[src/rtl/serial_add_ctrl.sv]
// -----------------------------------------------------------------------------
// serial_add_ctrl
//
// Bit-serial addition controller. One 1-bit adder cell (sum/carry logic plus
// a carry flop) is time-shared across a WIDTH-bit operand pair: operands are
// captured on an accepted start, walked LSB-first through the cell at one bit
// per clock, and the result is published with a one-cycle done pulse.
//
// Optional feature macro: SERIAL_ADD_SUB_EN
//   Defined   -> a 'sub' input exists; with sub=1 the block computes a-b
//                (b inverted at capture, carry flop seeded with 1), and
//                carry_out=1 means no borrow (a >= b unsigned).
//   Undefined -> add-only, no 'sub' port, carry flop seeded with 0.
//   Timing is identical in both builds.
//
// Parameters
//   WIDTH      operand/result width, legal 2..32 (default 8)
//
// Ports
//   clk        in   rising-edge clock
//   rst_n      in   asynchronous active-low reset
//   start      in   request, sampled only while idle
//   a, b       in   operands, captured on the accepting edge
//   sub        in   subtract select (SERIAL_ADD_SUB_EN builds only)
//   busy       out  high while bits are being processed
//   done       out  one-cycle pulse, sum/carry_out valid
//   sum        out  registered result, holds last value
//   carry_out  out  registered final carry, holds last value
// -----------------------------------------------------------------------------
module serial_add_ctrl #(
  parameter int WIDTH = 8
) (
  input  logic             clk,
  input  logic             rst_n,
  input  logic             start,
  input  logic [WIDTH-1:0] a,
  input  logic [WIDTH-1:0] b,
`ifdef SERIAL_ADD_SUB_EN
  input  logic             sub,
`endif
  output logic             busy,
  output logic             done,
  output logic [WIDTH-1:0] sum,
  output logic             carry_out
);

  localparam int CNT_W = (WIDTH > 2) ? $clog2(WIDTH) : 1;
  localparam logic [CNT_W-1:0] LAST_BIT = CNT_W'(WIDTH - 1);

  typedef enum logic [1:0] {
    S_IDLE = 2'd0,
    S_RUN  = 2'd1,
    S_DONE = 2'd2
  } state_t;

  // ---------------------------------------------------------------------------
  // 1-bit adder cell
  // ---------------------------------------------------------------------------
  function automatic logic cell_sum(input logic ai, input logic bi, input logic ci);
    return ai ^ bi ^ ci;
  endfunction

  function automatic logic cell_carry(input logic ai, input logic bi, input logic ci);
    return (ai & bi) | (ci & (ai ^ bi));
  endfunction

  // ---------------------------------------------------------------------------
  // State
  // ---------------------------------------------------------------------------
  state_t             state_q;
  logic [WIDTH-1:0]   a_sh_q;     // operand A shifting out, result shifting in
  logic [WIDTH-1:0]   b_sh_q;     // operand B (possibly inverted) shifting out
  logic [CNT_W-1:0]   cnt_q;      // index of the bit processed on the next edge
  logic               c_q;        // carry flop of the shared cell
  logic [WIDTH-1:0]   sum_q;
  logic               cout_q;
  logic               busy_q;
  logic               done_q;

  // ---------------------------------------------------------------------------
  // Combinational next values
  // ---------------------------------------------------------------------------
  logic               bit_sum_d;
  logic               bit_carry_d;
  logic [WIDTH-1:0]   res_shift_d;
  logic [WIDTH-1:0]   b_shift_d;
  logic               last_bit_d;
  logic [WIDTH-1:0]   b_load_d;
  logic               c_init_d;

  always_comb begin
    bit_sum_d   = cell_sum(a_sh_q[0], b_sh_q[0], c_q);
    bit_carry_d = cell_carry(a_sh_q[0], b_sh_q[0], c_q);
    // The A register doubles as the result register: each consumed operand
    // bit leaves from the LSB while the new sum bit enters at the MSB, so
    // after WIDTH shifts it holds the full result in natural bit order.
    res_shift_d = {bit_sum_d, a_sh_q[WIDTH-1:1]};
    b_shift_d   = {1'b0, b_sh_q[WIDTH-1:1]};
    last_bit_d  = (cnt_q == LAST_BIT);
  end

`ifdef SERIAL_ADD_SUB_EN
  // Two's-complement subtract: a + ~b + 1, the +1 entering as initial carry.
  always_comb begin
    b_load_d = sub ? ~b : b;
    c_init_d = sub;
  end
`else
  always_comb begin
    b_load_d = b;
    c_init_d = 1'b0;
  end
`endif

  // ---------------------------------------------------------------------------
  // Controller FSM with registered outputs
  // ---------------------------------------------------------------------------
  always_ff @(posedge clk or negedge rst_n) begin
    if (!rst_n) begin
      state_q <= S_IDLE;
      a_sh_q  <= '0;
      b_sh_q  <= '0;
      cnt_q   <= '0;
      c_q     <= 1'b0;
      sum_q   <= '0;
      cout_q  <= 1'b0;
      busy_q  <= 1'b0;
      done_q  <= 1'b0;
    end else begin
      case (state_q)
        S_IDLE: begin
          done_q <= 1'b0;
          if (start) begin
            a_sh_q  <= a;
            b_sh_q  <= b_load_d;
            c_q     <= c_init_d;
            cnt_q   <= '0;
            busy_q  <= 1'b1;
            state_q <= S_RUN;
          end
        end

        S_RUN: begin
          a_sh_q <= res_shift_d;
          b_sh_q <= b_shift_d;
          c_q    <= bit_carry_d;
          cnt_q  <= cnt_q + CNT_W'(1);
          if (last_bit_d) begin
            // Results are published only here, so sum/carry_out stay
            // frozen for the whole of RUN.
            sum_q   <= res_shift_d;
            cout_q  <= bit_carry_d;
            busy_q  <= 1'b0;
            done_q  <= 1'b1;
            state_q <= S_DONE;
          end
        end

        S_DONE: begin
          done_q  <= 1'b0;
          state_q <= S_IDLE;
        end

        default: begin
          busy_q  <= 1'b0;
          done_q  <= 1'b0;
          state_q <= S_IDLE;
        end
      endcase
    end
  end

  assign busy      = busy_q;
  assign done      = done_q;
  assign sum       = sum_q;
  assign carry_out = cout_q;

  // ---------------------------------------------------------------------------
  // Protocol properties
  // ---------------------------------------------------------------------------
`ifndef SYNTHESIS
  a_busy_done_excl : assert property (@(posedge clk) disable iff (!rst_n)
    !(busy_q && done_q));
  a_done_one_cycle : assert property (@(posedge clk) disable iff (!rst_n)
    done_q |=> !done_q);
  a_busy_is_run    : assert property (@(posedge clk) disable iff (!rst_n)
    busy_q == (state_q == S_RUN));
`endif

endmodule

[config.mk]
export PLATFORM = sky130hd
export DESIGN_NAME = serial_add_ctrl
export DESIGN_NICKNAME = d
export VERILOG_FILES = /design/src/rtl/serial_add_ctrl.sv
export SDC_FILE = /design/constraint.sdc
export NUM_CORES = 1
export LEC_CHECK = 0
export CORE_MARGIN = 2
export CORE_UTILIZATION = 35
export CTS_CLUSTER_DIAMETER = 60
export DETAILED_ROUTE_END_ITERATION = 16
export GPL_TIMING_DRIVEN = 0
export SETUP_SLACK_MARGIN = 0.4
export SLEW_MARGIN = 20
export SYNTH_ARGS = -nofsm -noshare
export SYNTH_HDL_FRONTEND = slang
export SYNTH_SLANG_ARGS = --single-unit
[constraint.sdc]
create_clock -name clk -period 2.1 [get_ports clk]
set_clock_uncertainty 0.2 [all_clocks]
set_input_delay 0.315 -clock clk [delete_from_list [all_inputs] [get_ports clk]]
set_output_delay 0.315 -clock clk [all_outputs]
set_load 0.01 [all_outputs]
==> flow_metrics.py <==
metrics = {
    "synthesis": {
        "synth_top_area_share_pct": 56.8,
        "synth_top_area_cell": "dfrtp_1",
        "synthTopCellsByArea": "dfrtp_1, mux2_4, o221a_2",
        "ys_ff_latch": 33,
        "yosysWarnings": 0,
        "yosysUniqueCellTypes": 26,
        "synth.net_count": 132,
        "syn-cell-area_sq_um": 1450,
        "synth_ff_type": "dfrtp_1",
        "synth_area_per_cell_sq_um": 13.2,
        "ys_seq_area_share_pct": 56.8,
        "post-synth-top-count-cell": "dfrtp_1",
        "synthArstFlopShare_pct": 100,
        "synthCells": 110,
        "synth-edff-count": 0,
        "synthTopCellsByCount": "dfrtp_1, nor2_1, a21oi_1, mux2_4",
    },
    "detailed_routing": {
        "drtAntennaViolNets": 0,
        "vias_per_cell": 5.16,
        "wire_per_inst_um": 15.8,
        "dr.pass1.iters": 4,
        "vias": 1027,
        "drc": 0,
        "wirelength_um": 3150,
        "drt-initial-drc-count": 61,
    },
    "worst_setup_path": {
        "r2r_start": "cnt_q[0]$_DFFE_PN0P_",
        "reg2reg_slack_ns": 0.48,
        "worstSetupPathType": "reg2reg",
        "path_cells": "ha_1, ha_2, nand2_2, mux2_4",
        "end_kind": "register",
        "crit_path_start_kind": "register",
        "critPathArrivalTime_ns": 1.59,
        "r2r_cells": 4,
        "worstPathMaxFanout": 5,
        "regToRegEndpoint": "sum[2]$_DFFE_PN0P_",
        "crit_required_ns": 2.07,
        "max_stage_delay_ns": 0.39,
        "crit_path_top_delay_cell": "dfrtp_1",
    },
    "global_route": {
        "grt_max_degree": 25,
        "grt_pass1_wl_um": 5040,
        "antenna_found_initial": 0,
        "grt_pass1_vias": 1065,
        "gr-total-overflow": 0,
        "grtUsageTotal_pct": 15.3,
    },
    "placed_design": {
        "routabilityCongestion": 0.741,
        "dp_hpwl_um": 2210,
        "dpl.cell_count": 190,
        "portBuffers": 29,
        "place_worst_setup_slack_ns": 0.274,
    },
    "layout": {
        "seq_area_sq_um": 826,
        "drive_above_1_share_pct": 24.2,
        "multiInputGateArea_sq_um": 593,
        "diodes": 0,
        "fillCellCount": 369,
        "syn_to_final_growth_pct": 33.8,
        "nNetsFinal": 171,
        "fin_cells": 199,
    },
    "timing": {
        "slew_violations": 0,
        "slew_headroom_pct": 73.1,
        "fin_crit_ns": 1.62,
        "finalCritPeriodShare_pct": 77.1,
        "fin_ws_ns": 0.480,
        "worstMarginPinSlew_ns": 0.403,
        "hold_violations": 0,
        "rsz0062_at_grt": "false",
        "setup_viol": 0,
        "max_clock_freq_mhz": 617,
    },
    "floorplanning": {
        "io_pins": 30,
        "die_w_um": 68.5,
        "die_h_um": 68.5,
        "initial_core_util_pct": 36.3,
        "design.die.area_sq_um": 4690,
        "core-area_sq_um": 4000,
        "rows": 23,
    },
    "job": {
        "cap_violations": 0,
    },
    "pwr": {
        "max-vdd-ir-drop_mv": 0.464,
        "power_switching_w": 0.000900,
        "p_per_area_nw_per_um2": 1430,
        "pwr-share-clk_pct": 16.8,
        "p_sw_share_pct": 32.3,
        "p_seq_share_pct": 40.9,
        "total_leakage_power_nw": 0.898,
        "comb_power_share_pct": 42.3,
        "p_int_w": 0.00188,
    },
    "clock_network": {
        "clk_pin_slew_ns": 0.06,
        "clock_path_buffers": 2,
        "htree_levels": 2,
        "root_buffer": "clkbuf_8",
        "tritoncts": "yes",
        "cts_num_sinks": 33,
        "clock_latency_ns": 0.28,
        "cts_setup_buffers": 0,
        "cts_inserted_buffers": 5,
    },
    "hold_path": {
        "hold_class": "in2async",
    },
    "run_status": {
        "status": "finished clean",
    },
}
[critical path, delay by kind of cell, from the launching register on]
family | cells | cell delay, ns
adders and majority gates | 2 | 0.43
and+or+nand+nor | 1 | 0.18
muxes | 1 | 0.31
DFF | 1 | 0.39
[per-layer routing]
metal	global-route usage (%)	up-vias	part of all wire (%)
met1	19.1	499	45
met2	24.4	30	47
li1	-	493	-
met3	4.11	5	5.7
met4	7.50	0	1.7
met5	0	-	0
[worst max path at each step]
stage | startpoint | end | slack, ns | cells after the start
final | cnt_q[0]$_DFFE_PN0P_ | sum[2]$_DFFE_PN0P_ | 0.48 | 4
after global routing | cnt_q[0]$_DFFE_PN0P_ | sum[2]$_DFFE_PN0P_ | 0.42 | 4
after CTS | sum[4]$_DFFE_PN0P_ | sum[4] | 0.40 | 1
after detailed placement | start | b_sh_q[7]$_DFFE_PN0P_ | 0.27 | 4
after global placement | rst_n | b_sh_q[4]$_DFFE_PN0P_ | -0.16 | 1
after floorplan | cnt_q[0]$_DFFE_PN0P_ | sum[7]$_DFFE_PN0P_ | 0.53 | 4
[sequential cells by signal (all words and copies together) (netlist names)]
register   cells
a_sh_q         8
b_sh_q         8
busy           1
c_q            1
carry_out      1
cnt_q          3
done           1
state_q        2
sum            8
[stage by stage]
step	power (W)	utilization, %	TNS [ns]	hold slack, ns	instance area, sq um
6_report	0.00278	48.6	0	0.251	1950
5_1_grt	0.00300	48.6	0	0.265	1950
4_1_cts	0.00283	48.0	0	0.254	1920
3_5_place_dp	0.00238	45.7	0	0.00896	1830
3_3_place_gp	0.00233	45.2	-5.15	0.277	1810
2_1_floorplan	0.00192	-	0	-0.181	1450
[kinds of logic (layout without fill, tap and decap cells)]
group	Yosys count	in the layout	share of synthesized area, %
buf+inv	8	46	3.18
flops	33	33	56.8
fa+ha+maj	3	3	3.10
mux	9	9	9.29
compound gates	32	32	17.4
simple gates	25	26	10.2
[placed cells by master (no fill, tap or decap)]
cell type	netlist	final
a22o_1	3	3
buf_2	1	2
ha_1	2	1
nand3b_1	8	8
dlygate4sd2_1	0	5
nand2_2	1	2
inv_2	1	1
o22ai_1	7	7
clkbuf_8	0	6
o21bai_1	1	1
nand2_4	1	1
buf_6	2	2
fa_1	1	1
o2bb2ai_1	1	1
o21ai_0	1	1
o21ba_4	1	1
ha_2	0	1
buf_16	0	1
nor2b_1	1	1
a21oi_1	9	9
nor2b_4	1	1
nor2_1	11	10
nor2_2	0	1
o221a_2	8	8
nand2b_1	1	1
dlymetal6s2s_1	0	6
nand2_1	1	1
a32o_1	1	1
clkdlybuf4s50_1	0	17
dfrtp_1	33	33
inv_1	3	3
dlygate4sd3_1	0	1
clkbuf_1	1	2
mux2_4	9	9
[power by group through the flow]
stage	registers (W)	clock network, W	logic [W]
detailed placement	0.00116	0	0.00123
floorplan	0.00116	0	0.000758
CTS	0.00115	0.000487	0.00119
global placement	0.00114	0	0.00118
finish	0.00114	0.000469	0.00118
global route	0.00118	0.000519	0.00130
[final cells by class]
cell class,count,share of cell area (%)
Multi-Input combinational cell,70,30.5
Timing Repair Buffer,31,17.0
Clock buffer,7,4.44
Inverter,4,0.772
Sequential cell,33,42.4
Buffer,4,1.61
Tap cell,50,3.22
[timing repair]
action	in CTS	in global routing
gates cloned	0	1
gates resized for setup	5	8
hold endpoints to repair	33	0
pin swaps	0	1
hold buffers	1	0
endpoints found under the setup margin	5	18
Note: power is estimated with default switching activity, not from simulation.
